## src/rtl/jesd_loopback_pattern_checker.sv

```systemverilog
// jesd_loopback_pattern_checker
//   Tracks the JESD loopback test pattern on received ADC beats, locks onto it
//   from channel 0, then flags beats that deviate from the expected pattern.
//   Ports:
//     device_clk  sole clock, rising edge
//     reset       asynchronous, active-high
//     bus         jesd_loopback_pattern_checker_if.slave
//                 (enable, clear, adc_valid, adc_data in; locked, err_beat,
//                  err_count, ch_err out)
//   Optional feature macro: JESD_PATTERN_CHECKER_CH_ERR_EN
//     defined   -> sticky per-channel mismatch flags on ch_err
//     undefined -> ch_err tied to zero, no per-channel flag registers

// Per-channel comparator: one channel's beat against tracker value c.
module jesd_lpc_lane #(
  parameter int CH  = 0,
  parameter int SPC = 4,
  parameter int NP  = 16
) (
  input  logic [SPC*NP-1:0] data,
  input  logic [8:0]        c,
  output logic              mis
);
  localparam logic [3:0] ID = 4'(CH);

  always_comb begin
    mis = 1'b0;
    for (int j = 0; j < SPC; j++) begin
      if (!c[8]) begin
        // phase 0: channel id replicated in every nibble
        if (data[j*NP +: NP] != {4{ID}}) mis = 1'b1;
      end else begin
        // phase 1: id in top nibble, running count in low byte; [11:8] free
        if ((data[j*NP+12 +: 4] != ID) ||
            (data[j*NP +: 8] != (c[7:0] + 8'(j)))) mis = 1'b1;
      end
    end
  end
endmodule

```

## config.mk

```make
export PLATFORM = sky130hd
export DESIGN_NAME = jesd_lpc_lane
export DESIGN_NICKNAME = d
export VERILOG_FILES = /design/src/rtl/jesd_loopback_pattern_checker.sv
export SDC_FILE = /design/constraint.sdc
export NUM_CORES = 1
export LEC_CHECK = 0
export BUFFER_PORTS_ARGS = -buffer_cell sky130_fd_sc_hd__buf_2
export CAP_MARGIN = 30
export CORE_MARGIN = 1.5
export CORE_UTILIZATION = 37
export DETAILED_ROUTE_END_ITERATION = 8
export GPL_TIMING_DRIVEN = 1
export PLACE_DENSITY_LB_ADDON = 0.3
export REMOVE_ABC_BUFFERS = 1
export SETUP_SLACK_MARGIN = 0.3
export SYNTH_ARGS = -nofsm -noshare
export SYNTH_HDL_FRONTEND = slang
export SYNTH_SLANG_ARGS = --single-unit
```

## constraint.sdc

```tcl
create_clock -name vclk -period 1.95
set_input_delay 0.2925 -clock vclk [all_inputs]
set_output_delay 0.2925 -clock vclk [all_outputs]
set_load 0.005 [all_outputs]
```

==> Yosys cells after proc, flatten, opt, wreduce, memory -nomap -nowiden <==
Index checks and enable logic that the tools add are counted.
{ "word_totals": {"wordCells": 31, "output_inout_bits": 1, "ff_bits": 0, "in_bits": 73} }
{ "classes": {"n_eq_ne": 4, "muxes": 12, "addsub": 3, "n_reduce_logical": 12} }
{ "op_table": {"columns": ["operator", "n"], "rows": [
  ["nonzero test 16 bit", 4],
  ["inequality test 8 bit", 4],
  ["adder 8 x 2 -> 8 bit, second input constant", 2],
  ["nonzero test 4 bit", 4],
  ["2-to-1 mux 1 bit", 12],
  ["adder 8 x 1 -> 8 bit, second input constant", 1],
  ["logical OR 1 bit", 4]
]} }

==> Longest topological paths before layout <==
{ "depth": {"depth_word": 10, "mapped_depth": 8, "ltp_nobuf": 8} }

==> Least setup slack after synthesis <==
OpenSTA, ideal clock, no wires.
{ "synth_timing": {"path_type": "input -> output", "startpoint": "input port c[0]", "endpoint": "output port mis", "arrival_ns": 1.739, "n_path_buf": 1, "path_slack_ns": -0.082, "t_required_ns": 1.657, "path_stages": 8, "path_cell_list": "buf_2 inv_1 ha_1 nor3_2 xor2_1 and3_1 o2111ai_1 a221o_1"} }
{ "synth_between": {"elab_chain_cells": 10, "word_cells_on_any_way": 22, "cone_classes": "3 x add/sub; 4 x eq/ne; 11 x mux; 4 x reduce/logical"} }
{ "synth_rtl": {"columns": ["item", "line_no", "rtl"], "rows": [
  ["start, declared", "21", "input logic [8:0] c,"],
  ["branches (longest 9 deep; another with adder 8 x 1 -> 8 bit)", null, null],
  ["2-to-1 mux 1 bit (*)", "29", "if (!c[8]) begin"],
  ["end, declared", "22", "output logic mis"]
]} }
Mark *: on every way between the ends.

==> Final worst setup path <==
{ "layout_timing": {"startpoint": "input port c[2]", "endpoint": "output port mis"} }
Same word-level chain as after synthesis.

==> metrics.csv <==
metric,value,unit
drt first pass iters,4,
RSZ-0062 raised after global routing,yes,
status,finished with violations,
Final setup violation count,1,
Area contributors post-synth,"xnor2_1 17%, xor2_1 15%, nor4_1 11%",
share of layout cells above drive strength 1,50.5,%
Via Count,1389,
met1 usage,28.3,%
Synth Warn #,0,
total detailed-routing wirelength,3360,um
largest net degree at the start of global routing,12,
Critical Path RT,1.66,ns
number of distinct library cells after synthesis,31,
HPWL after detailed placement,2840,um
global route hottest layer,met2,
count of final hold-check violations,0,
DIE WIDTH,52.3,um
drt wl/cell,13.4,um
Synth area leader,xnor2_1,
clock buffer count,0,
io pins,74,
worst-path fanout max,3,
DRT iter0 DRCs,30,
initial antenna violation count,0,
number of port buffers,74,
top post-synthesis cells by count,"17 x xnor2_1, 16 x nor4_1, 15 x xor2_1, 10 x nor2_1",
Non-Filler Instances,250,
Die ar.,2730,um^2
post-route cell area,1550,um^2
grt met3 use,0.571,%
Max-Cap Viols,0,
routing usage on met2,54.2,%
Final min period,2.17,ns
Max Fclk,0.461,GHz
Worst Tran Pin Value,0.346,ns
Die Y,52.3,um
Hold WS,1.00,ns
Max VDD drop,0.000133,V
Worst Path Arrival,1.88,ns
"Cell Area, Synth",898,um^2
Worst slew margin,76.7,%
Layout area overhead,73.0,%
post-synthesis sequential area ratio,0,%
leakage power,0.697,nW
"Slew Viols, Final",0,
dpl cells,249,
Antenna Cells,0,
row count,17,
failing checks,negative setup slack,
Final ANT Viol Nets,0,
Starting Density,39.8,%
syn avg cell area,6.91,um^2
Final WS setup,-0.219,ns
nets,301,
setup_tns,-0.219,ns
total track usage,26.0,%
cell with the most instances after synthesis,xnor2_1,
area of placed instances,1430,um^2
share of the synthesized area in the top cell type,16.6,%
FF+latch area,0,um^2
final total power,0.319,mW
WS Path Type,input pin to output port,
Pwr Density,205,nW/um^2
GRT overflow,0,
Seq cells,0,
number of global-route vias before repair,1376,
critical path launch point type,input pin,
Final Cycle Share,111,%
Synth Instances,130,
crit path capture type,output port,
core area,2250,um^2
first-pass GRT wire length,5530,um
final routed DRC violation total,0,
vias per inst,5.56,
GP Congestion,0.880,
worst min-delay path class,input pin to output port,
-- path summary, 6_finish.rpt --
kind | from | endpoint | slack [ns] | depth (start not counted)
setup / recovery | c[2] | mis | -0.22 | 9
hold / removal | data[14] | mis | 1.00 | 5
-- cells by family (layout without fill, tap and decap cells) --
logic type      after synthesis  after routing  synth area share (%)
simple gates                 66             66                  40.4
xor+xnor                     33             33                  33.0
compound gates               19             19                  14.9
buf+inv                       8            100                  6.13
fa+ha+maj                     4              4                  5.57
-- critical path, cell delays in order --
cell	delay, ns
buf_8	0.11
buf_6	0.12
ha_4	0.26
xor2_2	0.16
nand4_1	0.11
nor4_2	0.23
o2111ai_1	0.16
a221o_1	0.31
buf_2	0.13
-- cell usage in the layout, fill, tap and decap left out, drive strengths merged --
master | netlist | layout
o2111ai | 2 | 2
a21oi | 3 | 3
o31ai | 3 | 3
xnor2 | 17 | 17
nand2b | 2 | 2
buf | 6 | 98
o311a | 1 | 1
and3b | 2 | 2
nand2 | 8 | 8
a221o | 1 | 1
a41o | 1 | 1
and2 | 1 | 1
a31oi | 2 | 2
nand4 | 5 | 5
nor3b | 1 | 1
inv | 2 | 2
nor4 | 16 | 16
o21ai | 3 | 3
and3 | 3 | 3
nor3 | 9 | 9
or2 | 1 | 1
nor2 | 10 | 10
nand3 | 8 | 8
xor2 | 16 | 16
ha | 4 | 4
o22ai | 1 | 1
o211ai | 2 | 2
-- metal layers --
layer | wire, um | share of wire, % | up-vias
li1 | - | - | 674
met1 | 1300 | 39 | 644
met2 | 1750 | 52 | 63
met3 | 236 | 7.0 | 8
met4 | 76 | 2.3 | 0
met5 | 0 | 0 | -
-- power by group --
| part | switching [mW] | internal [mW] | total, mW |
|---|---|---|---|
| combinational | 0.149 | 0.170 | 0.319 |
| clock | 0 | 0 | 0 |
| sequential | 0 | 0 | 0 |
| total | 0.149 | 0.170 | 0.319 |
-- timing repair --
item,4_1_cts,5_1_grt
endpoints found under the setup margin,1,1
pin swaps,14,0
buffers inserted,1,0
resized for setup,23,1
hold buffers,0,0
-- area by class of cell --
type | instances | area (um^2)
Timing Repair Buffer | 98 | 582
Fill cell | 212 | 701
Tap cell | 28 | 35.0
Inverter | 2 | 7.51
Multi-Input combinational cell | 122 | 930
-- stage by stage --
stage / worst slack (ns) / utilization, %
after global placement: -0.303 / 63.4
after detailed placement: -0.381 / 63.4
final: -0.219 / 68.9
after floorplan: 0.0520 / -
after global routing: -0.327 / 68.9
after CTS: -0.166 / 68.6
Note: power is estimated with default switching activity, not from simulation.
